==> config.mk <==
export PLATFORM = sky130hd
export DESIGN_NAME = idu_decode_stage
export DESIGN_NICKNAME = d
export VERILOG_FILES = /design/src/rtl/idu_decode_stage.sv
export SDC_FILE = /design/constraint.sdc
export NUM_CORES = 1
export LEC_CHECK = 0
export CAP_MARGIN = 20
export CORE_ASPECT_RATIO = 0.5
export CORE_MARGIN = 5
export CORE_UTILIZATION = 37
export DETAILED_ROUTE_END_ITERATION = 12
export PLACE_DENSITY = 0.71
export SYNTH_ARGS = -nofsm -noshare
export SYNTH_HDL_FRONTEND = slang
export SYNTH_SLANG_ARGS = --single-unit
export TNS_END_PERCENT = 100
==> constraint.sdc <==
create_clock -name clk -period 3.45 [get_ports clk]
set_input_delay 1.035 -clock clk [delete_from_list [all_inputs] [get_ports clk]]
set_output_delay 1.035 -clock clk [all_outputs]
set_load 0.005 [all_outputs]
==> src/rtl/idu_decode_stage.sv <==
// RV32/RV64 decode stage: one-cycle registered decode into a two-entry skid buffer.
// Backpressure: in_ready is a registered function of occupancy only, so out_ready/flush never reach it combinationally.
module idu_decode_stage #(
  parameter int XLEN        = 32,
  parameter int SHAMT_WIDTH = 5,
  parameter int CNT_WIDTH   = 16
) (
  input  logic                   clk,
  input  logic                   rst,
  input  logic                   in_valid,
  output logic                   in_ready,
  input  logic [31:0]            inst,
  input  logic [XLEN-1:0]        pc,
  input  logic                   flush,
  output logic                   out_valid,
  input  logic                   out_ready,
  output logic [XLEN-1:0]        out_pc,
  output logic [3:0]             op_class,
  output logic [2:0]             inst_type,
  output logic [4:0]             rd,
  output logic [4:0]             rs1,
  output logic [4:0]             rs2,
  output logic [XLEN-1:0]        imm,
  output logic [SHAMT_WIDTH-1:0] shamt,
  output logic                   illegal,
  output logic [CNT_WIDTH-1:0]   decode_cnt
);

  localparam logic [3:0] C_INV = 4'd0, C_LUI = 4'd1, C_AUIPC = 4'd2, C_JAL = 4'd3,
                         C_JALR = 4'd4, C_BRANCH = 4'd5, C_LOAD = 4'd6, C_STORE = 4'd7,
                         C_OPIMM = 4'd8, C_OP = 4'd9, C_SYSTEM = 4'd10,
                         C_OPIMM32 = 4'd11, C_OP32 = 4'd12;
  localparam logic [2:0] T_N = 3'd0, T_R = 3'd1, T_I = 3'd2, T_S = 3'd3,
                         T_B = 3'd4, T_U = 3'd5, T_J = 3'd6;

  typedef struct packed {
    logic [XLEN-1:0]        pc;
    logic [3:0]             op_class;
    logic [2:0]             inst_type;
    logic [4:0]             rd;
    logic [4:0]             rs1;
    logic [4:0]             rs2;
    logic [XLEN-1:0]        imm;
    logic [SHAMT_WIDTH-1:0] shamt;
    logic                   illegal;
  } entry_t;

  typedef enum logic [1:0] {ST_EMPTY, ST_ONE, ST_TWO} state_t;

  state_t               state_q, state_d;
  logic                 in_ready_q, out_valid_q;
  entry_t               head_q, skid_q, dec;
  logic [CNT_WIDTH-1:0] cnt_q;
  logic [3:0]           cls;
  logic [2:0]           typ;
  logic signed [31:0]   imm32;
  logic                 in_fire, out_fire;

  always_comb begin
    cls = C_INV;
    typ = T_N;
    case (inst[6:0])
      7'b0110111: begin cls = C_LUI;    typ = T_U; end
      7'b0010111: begin cls = C_AUIPC;  typ = T_U; end
      7'b1101111: begin cls = C_JAL;    typ = T_J; end
      7'b1100111: begin cls = C_JALR;   typ = T_I; end
      7'b1100011: begin cls = C_BRANCH; typ = T_B; end
      7'b0000011: begin cls = C_LOAD;   typ = T_I; end
      7'b0100011: begin cls = C_STORE;  typ = T_S; end
      7'b0010011: begin cls = C_OPIMM;  typ = T_I; end
      7'b0110011: begin cls = C_OP;     typ = T_R; end
      7'b1110011: begin cls = C_SYSTEM; typ = T_I; end
      7'b0011011: if (XLEN == 64) begin cls = C_OPIMM32; typ = T_I; end
      7'b0111011: if (XLEN == 64) begin cls = C_OP32;    typ = T_R; end
      default: begin cls = C_INV; typ = T_N; end
    endcase
  end

  // Built as a signed 32-bit value so widening to XLEN sign-extends U-type too.
  always_comb begin
    imm32 = '0;
    case (typ)
      T_I:     imm32 = {{20{inst[31]}}, inst[31:20]};
      T_S:     imm32 = {{20{inst[31]}}, inst[31:25], inst[11:7]};
      T_B:     imm32 = {{19{inst[31]}}, inst[31], inst[7], inst[30:25], inst[11:8], 1'b0};
      T_U:     imm32 = {inst[31:12], 12'b0};
      T_J:     imm32 = {{11{inst[31]}}, inst[31], inst[19:12], inst[20], inst[30:21], 1'b0};
      default: imm32 = '0;
    endcase
  end

  always_comb begin
    dec           = '0;
    dec.pc        = pc;
    dec.op_class  = cls;
    dec.inst_type = typ;
    dec.rd        = inst[11:7];
    dec.rs1       = inst[19:15];
    dec.rs2       = inst[24:20];
    dec.imm       = XLEN'(imm32);
    dec.shamt     = inst[20 +: SHAMT_WIDTH];
    dec.illegal   = (cls == C_INV);
  end

  assign in_fire  = in_valid & in_ready_q;
  assign out_fire = out_valid_q & out_ready;

  always_comb begin
    state_d = state_q;
    if (flush) begin
      state_d = ST_EMPTY;
    end else begin
      case (state_q)
        ST_EMPTY: if (in_fire) state_d = ST_ONE;
        ST_ONE: begin
          if (in_fire && !out_fire)      state_d = ST_TWO;
          else if (out_fire && !in_fire) state_d = ST_EMPTY;
        end
        ST_TWO:   if (out_fire) state_d = ST_ONE;
        default:  state_d = ST_EMPTY;
      endcase
    end
  end

  always_ff @(posedge clk) begin
    if (rst) begin
      state_q     <= ST_EMPTY;
      in_ready_q  <= 1'b1;
      out_valid_q <= 1'b0;
      head_q      <= '0;
      skid_q      <= '0;
      cnt_q       <= '0;
    end else begin
      state_q     <= state_d;
      in_ready_q  <= (state_d != ST_TWO);
      out_valid_q <= (state_d != ST_EMPTY);
      // A transfer completed in a flush cycle still counts.
      if (out_fire && !head_q.illegal && (cnt_q != {CNT_WIDTH{1'b1}}))
        cnt_q <= cnt_q + CNT_WIDTH'(1);
      if (!flush) begin
        case (state_q)
          ST_EMPTY: if (in_fire) head_q <= dec;
          ST_ONE: begin
            if (in_fire && !out_fire)     skid_q <= dec;
            else if (in_fire && out_fire) head_q <= dec;
          end
          ST_TWO:   if (out_fire) head_q <= skid_q;
          default: ;
        endcase
      end
    end
  end

  assign in_ready   = in_ready_q;
  assign out_valid  = out_valid_q;
  assign out_pc     = head_q.pc;
  assign op_class   = head_q.op_class;
  assign inst_type  = head_q.inst_type;
  assign rd         = head_q.rd;
  assign rs1        = head_q.rs1;
  assign rs2        = head_q.rs2;
  assign imm        = head_q.imm;
  assign shamt      = head_q.shamt;
  assign illegal    = head_q.illegal;
  assign decode_cnt = cnt_q;

endmodule

==> results of run 1 <==
[sequential cells by signal (all words and copies together) (netlist names)]
name / flops
inst_type: 3
out_valid: 1
in_ready: 1
rs1: 5
imm: 32
out_pc: 32
rs2: 5
op_class: 4
state_q: 2
rd: 5
skid_q: 87
illegal: 1
decode_cnt: 16
[how the worst max path moves through the flow]
stage / startpoint / end / slack [ns] / cells after the start
6_report: inst[5] / skid_q[28] / 0.60 / 6
3_3_place_gp: inst[5] / skid_q[34] / 0.26 / 6
3_5_place_dp: out_ready / imm[26] / 0.18 / 6
4_1_cts: out_ready / imm[22] / 0.65 / 6
2_1_floorplan: inst[2] / imm[25] / 1.06 / 7
5_1_grt: inst[5] / skid_q[32] / 0.40 / 6
[cell usage in the layout (no fill, tap or decap), types with 3 or more instances in the layout]
cell	synthesis	final
nand2_1	265	265
dfxtp_1	194	194
clkdlybuf4s50_1	0	177
nor2_1	130	130
a21oi_1	76	76
a311oi_1	47	47
a211oi_1	32	32
buf_4	15	21
a22oi_1	18	18
clkbuf_16	0	17
nand2b_1	16	15
nor3_1	13	13
xnor2_1	13	13
a32o_1	11	11
a31oi_1	11	11
nand3_1	11	10
o31ai_1	8	8
o22ai_1	8	8
nor4_1	8	8
a21boi_0	7	7
inv_1	6	6
and3b_1	5	5
nand4_1	5	5
inv_6	0	5
nand3b_1	4	4
o21ai_0	4	4
buf_12	0	4
o21a_1	3	3
nor3b_1	3	3
and3_1	3	3
or3_1	3	3
clkinv_4	0	3
[Yosys cell counts, types with 13 or more instances]
| master | instances |
|---|---|
| nor2_1 | 130 |
| buf_4 | 15 |
| nor3_1 | 13 |
| buf_2 | 14 |
| a21oi_1 | 76 |
| xnor2_1 | 13 |
| dfxtp_1 | 194 |
| a211oi_1 | 32 |
| a311oi_1 | 47 |
| nand2_1 | 265 |
| nand2b_1 | 16 |
| a22oi_1 | 18 |
| clkbuf_1 | 50 |
[power by group through the flow]
| stage | combinational (W) | clock (W) | sequential [W] |
|---|---|---|---|
| floorplan | 0.000246 | 0 | 0.00239 |
| global placement | 0.000508 | 0 | 0.00240 |
| detailed placement | 0.000517 | 0 | 0.00240 |
| CTS | 0.000520 | 0.00210 | 0.00235 |
| global route | 0.000563 | 0.00219 | 0.00235 |
| finish | 0.000519 | 0.00205 | 0.00234 |
[worst register-to-register path, stage by stage, from the launching register on]
cell and delay (ns):
dfxtp_1 0.43, nand2b_2 0.19, buf_4 0.65, o21a_1 0.49, nand2_1 0.12, a32o_1 0.27
[area by class of cell]
class / instances / area, sq um
flip-flops and latches: 194 / 3880
inverters: 8 / 30.0
well taps: 300 / 375
multi-input cells: 738 / 3990
clock inverters: 14 / 165
fillers: 2056 / 11000
repair buffers: 202 / 2010
clock buffers: 18 / 439
[kinds of logic after synthesis]
logic type | count (synthesis) | share of synthesized area [%]
flip-flops | 194 | 46.8
multiplexers | 2 | 0.257
XOR/XNOR | 13 | 1.37
AO/OA/AOI/OAI | 241 | 21.0
buffers and inverters | 91 | 5.37
adder cells (fa/ha/maj) | 1 | 0.151
AND/OR/NAND/NOR | 481 | 25.0
[stage by stage]
step                instances  setup slack [ns]  area, sq um  util [%]
global route             1474             0.400        10900      49.8
global placement         1442             0.257        10300      47.0
finish                   1474             0.597        10900      49.8
CTS                      1474             0.647        10900      49.8
detailed placement       1442             0.176        10300      47.0
floorplan                1023              1.06         8290         -
[metal layers]
metal	vias to the layer above	routed length (um)	GRT usage (%)
li1	3836	-	-
met1	3708	10700	23.0
met2	188	11500	30.1
met3	40	875	3.16
met4	0	505	6.77
met5	-	0	0
==> results.py, run 1 <==
metrics = {
    "pwr": {
        "power_frac_clock_pct": 41.7,
        "p_int_w": 0.00368,
        "leakage_nw": 3.73,
        "switching_power_w": 0.00124,
        "p_per_area_nw_per_um2": 451,
        "p_total_w": 0.00491,
        "seq_power_share_pct": 47.7,
        "sw_frac_of_total_pct": 25.2,
        "vdd_drop_max_uv": 288,
        "comb_power_share_pct": 10.6,
    },
    "die": {
        "die_y_um": 116,
        "dieWidth_um": 222,
        "pin_count": 179,
        "dieArea_sq_um": 25700,
        "rows": 38,
        "core_sq_um": 21900,
        "start_util_pct": 37.9,
    },
    "sta": {
        "fmax_ghz": 0.351,
        "final.setup.tns_ns": 0,
        "slew_viol_final": 0,
        "clock-skew-final_ns": 0.00682,
        "tightest_slew_ns": 0.824,
        "setup_viol": 0,
        "slew_headroom_pct": 45.1,
        "fin_crit_sh_pct": 82.7,
        "fin_crit_ns": 2.85,
        "hold_viol": 0,
        "rsz0062_at_grt": "false",
        "whs_ns": 0.453,
    },
    "clock_tree": {
        "h-tree-depth": 4,
        "clk_latency_ns": 0.43,
        "cts_made_buffers": 17,
        "clock_sinks": 194,
        "ctsResizeCount": 0,
        "cts_buffer_depth": 2,
        "clkTransAtPathRegs_ns": 0.08,
        "tritoncts": "yes",
        "post-cts-setup-buffers": 0,
        "cts_root_buf": "clkbuf_16",
        "ctsHoldBuffers": 0,
    },
    "synthesis": {
        "netlist.area_leader.share_pct": 46.8,
        "synthTopCellsByArea": "dfxtp_1 (47%), nand2_1 (12%), nor2_1 (5.9%), a311oi_1 (5.0%), a21oi_1 (4.6%)",
        "syn_avg_cell_area_sq_um": 8.10,
        "syn_inst": 1023,
        "synthDistinctLibCells": 60,
        "synthesis.nets": 1093,
        "synth_edf_count": 0,
        "synth_area_sq_um": 8290,
        "ys_warn_count": 0,
        "ys_ff_latch": 194,
        "ys.flop_type": "dfxtp_1",
        "seq_area_frac_synth_pct": 46.8,
        "yosysTopAreaCell": "dfxtp_1",
        "ys_async_sr_fraction_pct": 0,
    },
    "final_layout": {
        "drive_above_1_share_pct": 6.81,
        "n_antenna_cell": 0,
        "area_growth_pct": 31.3,
        "finalNetCount": 1231,
    },
    "worst_setup_path": {
        "crit_type": "input port to flip-flop",
        "worstPathMaxFanout": 15,
        "critical_path.cell_chain": "clkdlybuf4s50_1, and3b_1, o32a_1, nor2_1, nor2_1, a211oi_1",
        "worstPathRequired_ns": 3.73,
        "reg2reg_depth": 5,
        "cp.buffers_inverters": 1,
        "crit_path_end_kind": "flip-flop",
        "startpoint_type": "input port",
        "crit_top_cell": "nor2_1",
        "ff2ff_setup_slack_ns": 1.19,
        "reg2reg_to": "imm[22]",
        "critPathArrivalTime_ns": 3.13,
        "slowest_stage": "clkdlybuf4s50_1",
        "cp_slowest_stage_delay_ns": 0.74,
        "r2r-start": "state_q[0]",
        "path_delay_family": "simple AND/OR/NAND/NOR gates",
    },
    "grt": {
        "grt_max_degree": 143,
        "grt_pass1_wl_um": 37600,
        "antenna_found_initial": 0,
        "grt-ovfl-total": 0,
        "grt_pass1_vias": 7147,
        "track_usage_pct": 17.8,
    },
    "min_path": {
        "holdPathEnd": "imm[12]",
        "hold_depth": 2,
        "min_from": "imm[12]",
        "min_path_type": "flip-flop to flip-flop",
    },
    "drt": {
        "wl_um": 23600,
        "drt.antenna.violating_nets": 0,
        "drcViolationCount": 0,
        "vias_per_cell": 5.27,
        "drtIter0Drc": 698,
        "wl_per_cell_um": 16.0,
        "vias": 7772,
        "firstDrtPassIters": 5,
    },
    "run_status": {
        "outcome": "complete, no violations",
    },
    "run": {
        "drv_cap": 0,
    },
    "placement": {
        "finalWeightedCongestion": 0.863,
        "portBuffers": 178,
        "dpl.hpwl_um": 16200,
    },
}
Note: power is estimated with default switching activity, not from simulation.
==> run 2: changes to the inputs <==
Settings changed: PLACE_DENSITY 0.71 to 0.74.
Clock period 3.45 ns to 2.5 ns, I/O delays scaled along.
==> run 2 against run 1 <==
Net effect:
- wire length up 3.1%
- combinational power grew 49%
- sequential share of layout area down 1.1 points
- setup slack got worse by 0.42 ns
==> results.py, run 2 (synthesis gave the netlist of run 1 again) <==
metrics = {
    "sta": {
        "slew_headroom_pct": 48.9,
        "tightest_slew_ns": 0.763,
        "final.setup.tns_ns": 0,
        "fmax_ghz": 0.430,
        "setup_viol": 0,
        "hold_viol": 0,
        "fin_crit_sh_pct": 93.0,
        "rsz0062_at_grt": "false",
        "fin_crit_ns": 2.33,
        "clock-skew-final_ns": 0.0129,
        "slew_viol_final": 0,
    },
    "grt": {
        "track_usage_pct": 18.6,
        "grt_pass1_wl_um": 39000,
        "met3_usage_pct": 4.51,
        "grt_util_met1_pct": 23.1,
        "grtUsageMet2_pct": 32.3,
        "grt-ovfl-total": 0,
        "grt_pass1_vias": 7527,
        "grt-busiest-layer": "met2",
        "antenna_found_initial": 0,
        "grt_max_degree": 85,
    },
    "clock_tree": {
        "cts_buffer_depth": 2,
        "post-cts-setup-buffers": 0,
        "cts_made_buffers": 17,
        "clock_sinks": 194,
        "clk_latency_ns": 0.44,
        "cts_root_buf": "clkbuf_16",
        "ctsHoldBuffers": 0,
        "ctsResizeCount": 0,
        "clkTransAtPathRegs_ns": 0.07,
        "h-tree-depth": 4,
        "tritoncts": "yes",
    },
    "worst_setup_path": {
        "worstPathMaxFanout": 11,
        "crit_top_cell": "nor2_1",
        "crit_type": "input port to flip-flop",
        "critical_path.cell_chain": "clkdlybuf4s50_1, nor2b_1, o32a_1, nor2_1, nor2_1, a211oi_1",
        "reg2reg_to": "decode_cnt[1]",
        "startpoint_type": "input port",
        "cp.buffers_inverters": 1,
        "cp_slowest_stage_delay_ns": 0.58,
        "worstPathRequired_ns": 2.78,
        "reg2reg_depth": 5,
        "r2r-start": "decode_cnt[7]",
        "crit_path_end_kind": "flip-flop",
        "slowest_stage": "nor2_1",
        "critPathArrivalTime_ns": 2.61,
        "ff2ff_setup_slack_ns": 0.53,
        "path_delay_family": "simple AND/OR/NAND/NOR gates",
    },
    "die": {
        "start_util_pct": 37.9,
        "rows": 38,
        "dieArea_sq_um": 25700,
        "die_y_um": 116,
        "core_sq_um": 21900,
        "pin_count": 179,
        "dieWidth_um": 222,
    },
    "drt": {
        "drtIter0Drc": 623,
        "drcViolationCount": 0,
        "firstDrtPassIters": 5,
        "vias_per_cell": 5.24,
        "wl_per_cell_um": 16.1,
        "drt.antenna.violating_nets": 0,
        "vias": 7944,
        "wl_um": 24400,
    },
    "placement": {
        "portBuffers": 178,
        "dpl.hpwl_um": 17100,
        "placed_area_sq_um": 10700,
        "finalWeightedCongestion": 0.846,
    },
    "final_layout": {
        "final_common_cell": "nand2_1",
        "finalNetCount": 1272,
        "finalInstanceArea_sq_um": 11200,
        "area_growth_pct": 35.6,
        "mostFrequentLayoutCells": "nand2_1 (265), dfxtp_1 (194), clkdlybuf4s50_1 (177), nor2_1 (130), a21oi_1 (76)",
        "largest_reg_flops": 87,
        "n_antenna_cell": 0,
        "final_util_pct": 51.4,
        "top_register": "skid_q",
        "drive_above_1_share_pct": 9.96,
    },
    "min_path": {
        "min_path_type": "flip-flop to flip-flop",
        "min_from": "skid_q[68]",
        "holdPathEnd": "skid_q[68]",
        "hold_depth": 2,
    },
    "run": {
        "drv_cap": 0,
    },
    "pwr": {
        "p_per_area_nw_per_um2": 603,
        "leakage_nw": 3.94,
        "p_total_w": 0.00678,
        "vdd_drop_max_uv": 337,
    },
    "run_status": {
        "outcome": "complete, no violations",
    },
}
-- run 2: power breakdown --
group	total (W)	leakage (nW)	internal (W)	switching [W]
clock network	0.00277	0.285	0.00151	0.00125
registers	0.00324	1.57	0.00318	0.0000558
logic	0.000774	2.08	0.000401	0.000373
-- run 2: layout make-up --
type | count | area [sq um]
Clock buffer | 18 | 439
Clock inverter | 14 | 153
Fill cell | 1988 | 10600
Inverter | 8 | 30.0
Multi-Input combinational cell | 738 | 3990
Sequential cell | 194 | 3880
Tap cell | 300 | 375
Timing Repair Buffer | 243 | 2380
-- run 2: tightest hold or removal path: stages (launching register included) --
cell and delay [ns]:
dfxtp_1 0.31, nand2_1 0.05, a21oi_1 0.05
-- run 2: worst max-delay path by stage --
stage	to	start	depth (start not counted)	slack (ns)
floorplan	imm[25]	inst[2]	7	0.40
global placement	skid_q[28]	inst[6]	6	-0.16
detailed placement	skid_q[33]	inst[6]	6	-0.25
CTS	skid_q[33]	inst[6]	6	0.24
global route	skid_q[29]	inst[6]	6	0.06
finish	skid_q[33]	inst[6]	6	0.17
-- run 2: routing by layer --
layer | wire (um) | up-vias | share of wire (%)
met3 | 1170 | 30 | 4.8
met4 | 463 | 0 | 1.9
met5 | 0 | - | 0
met1 | 10800 | 3753 | 45
li1 | - | 3923 | -
met2 | 11900 | 238 | 49
-- run 2: metrics by stage --
stage               std cells  setup slack [ns]  hold WS, ns
finish                   1515             0.174        0.453
global route             1515            0.0605        0.470
CTS                      1515             0.239        0.455
detailed placement       1483            -0.246        0.445
global placement         1483            -0.160        0.439
floorplan                1023             0.397        0.432
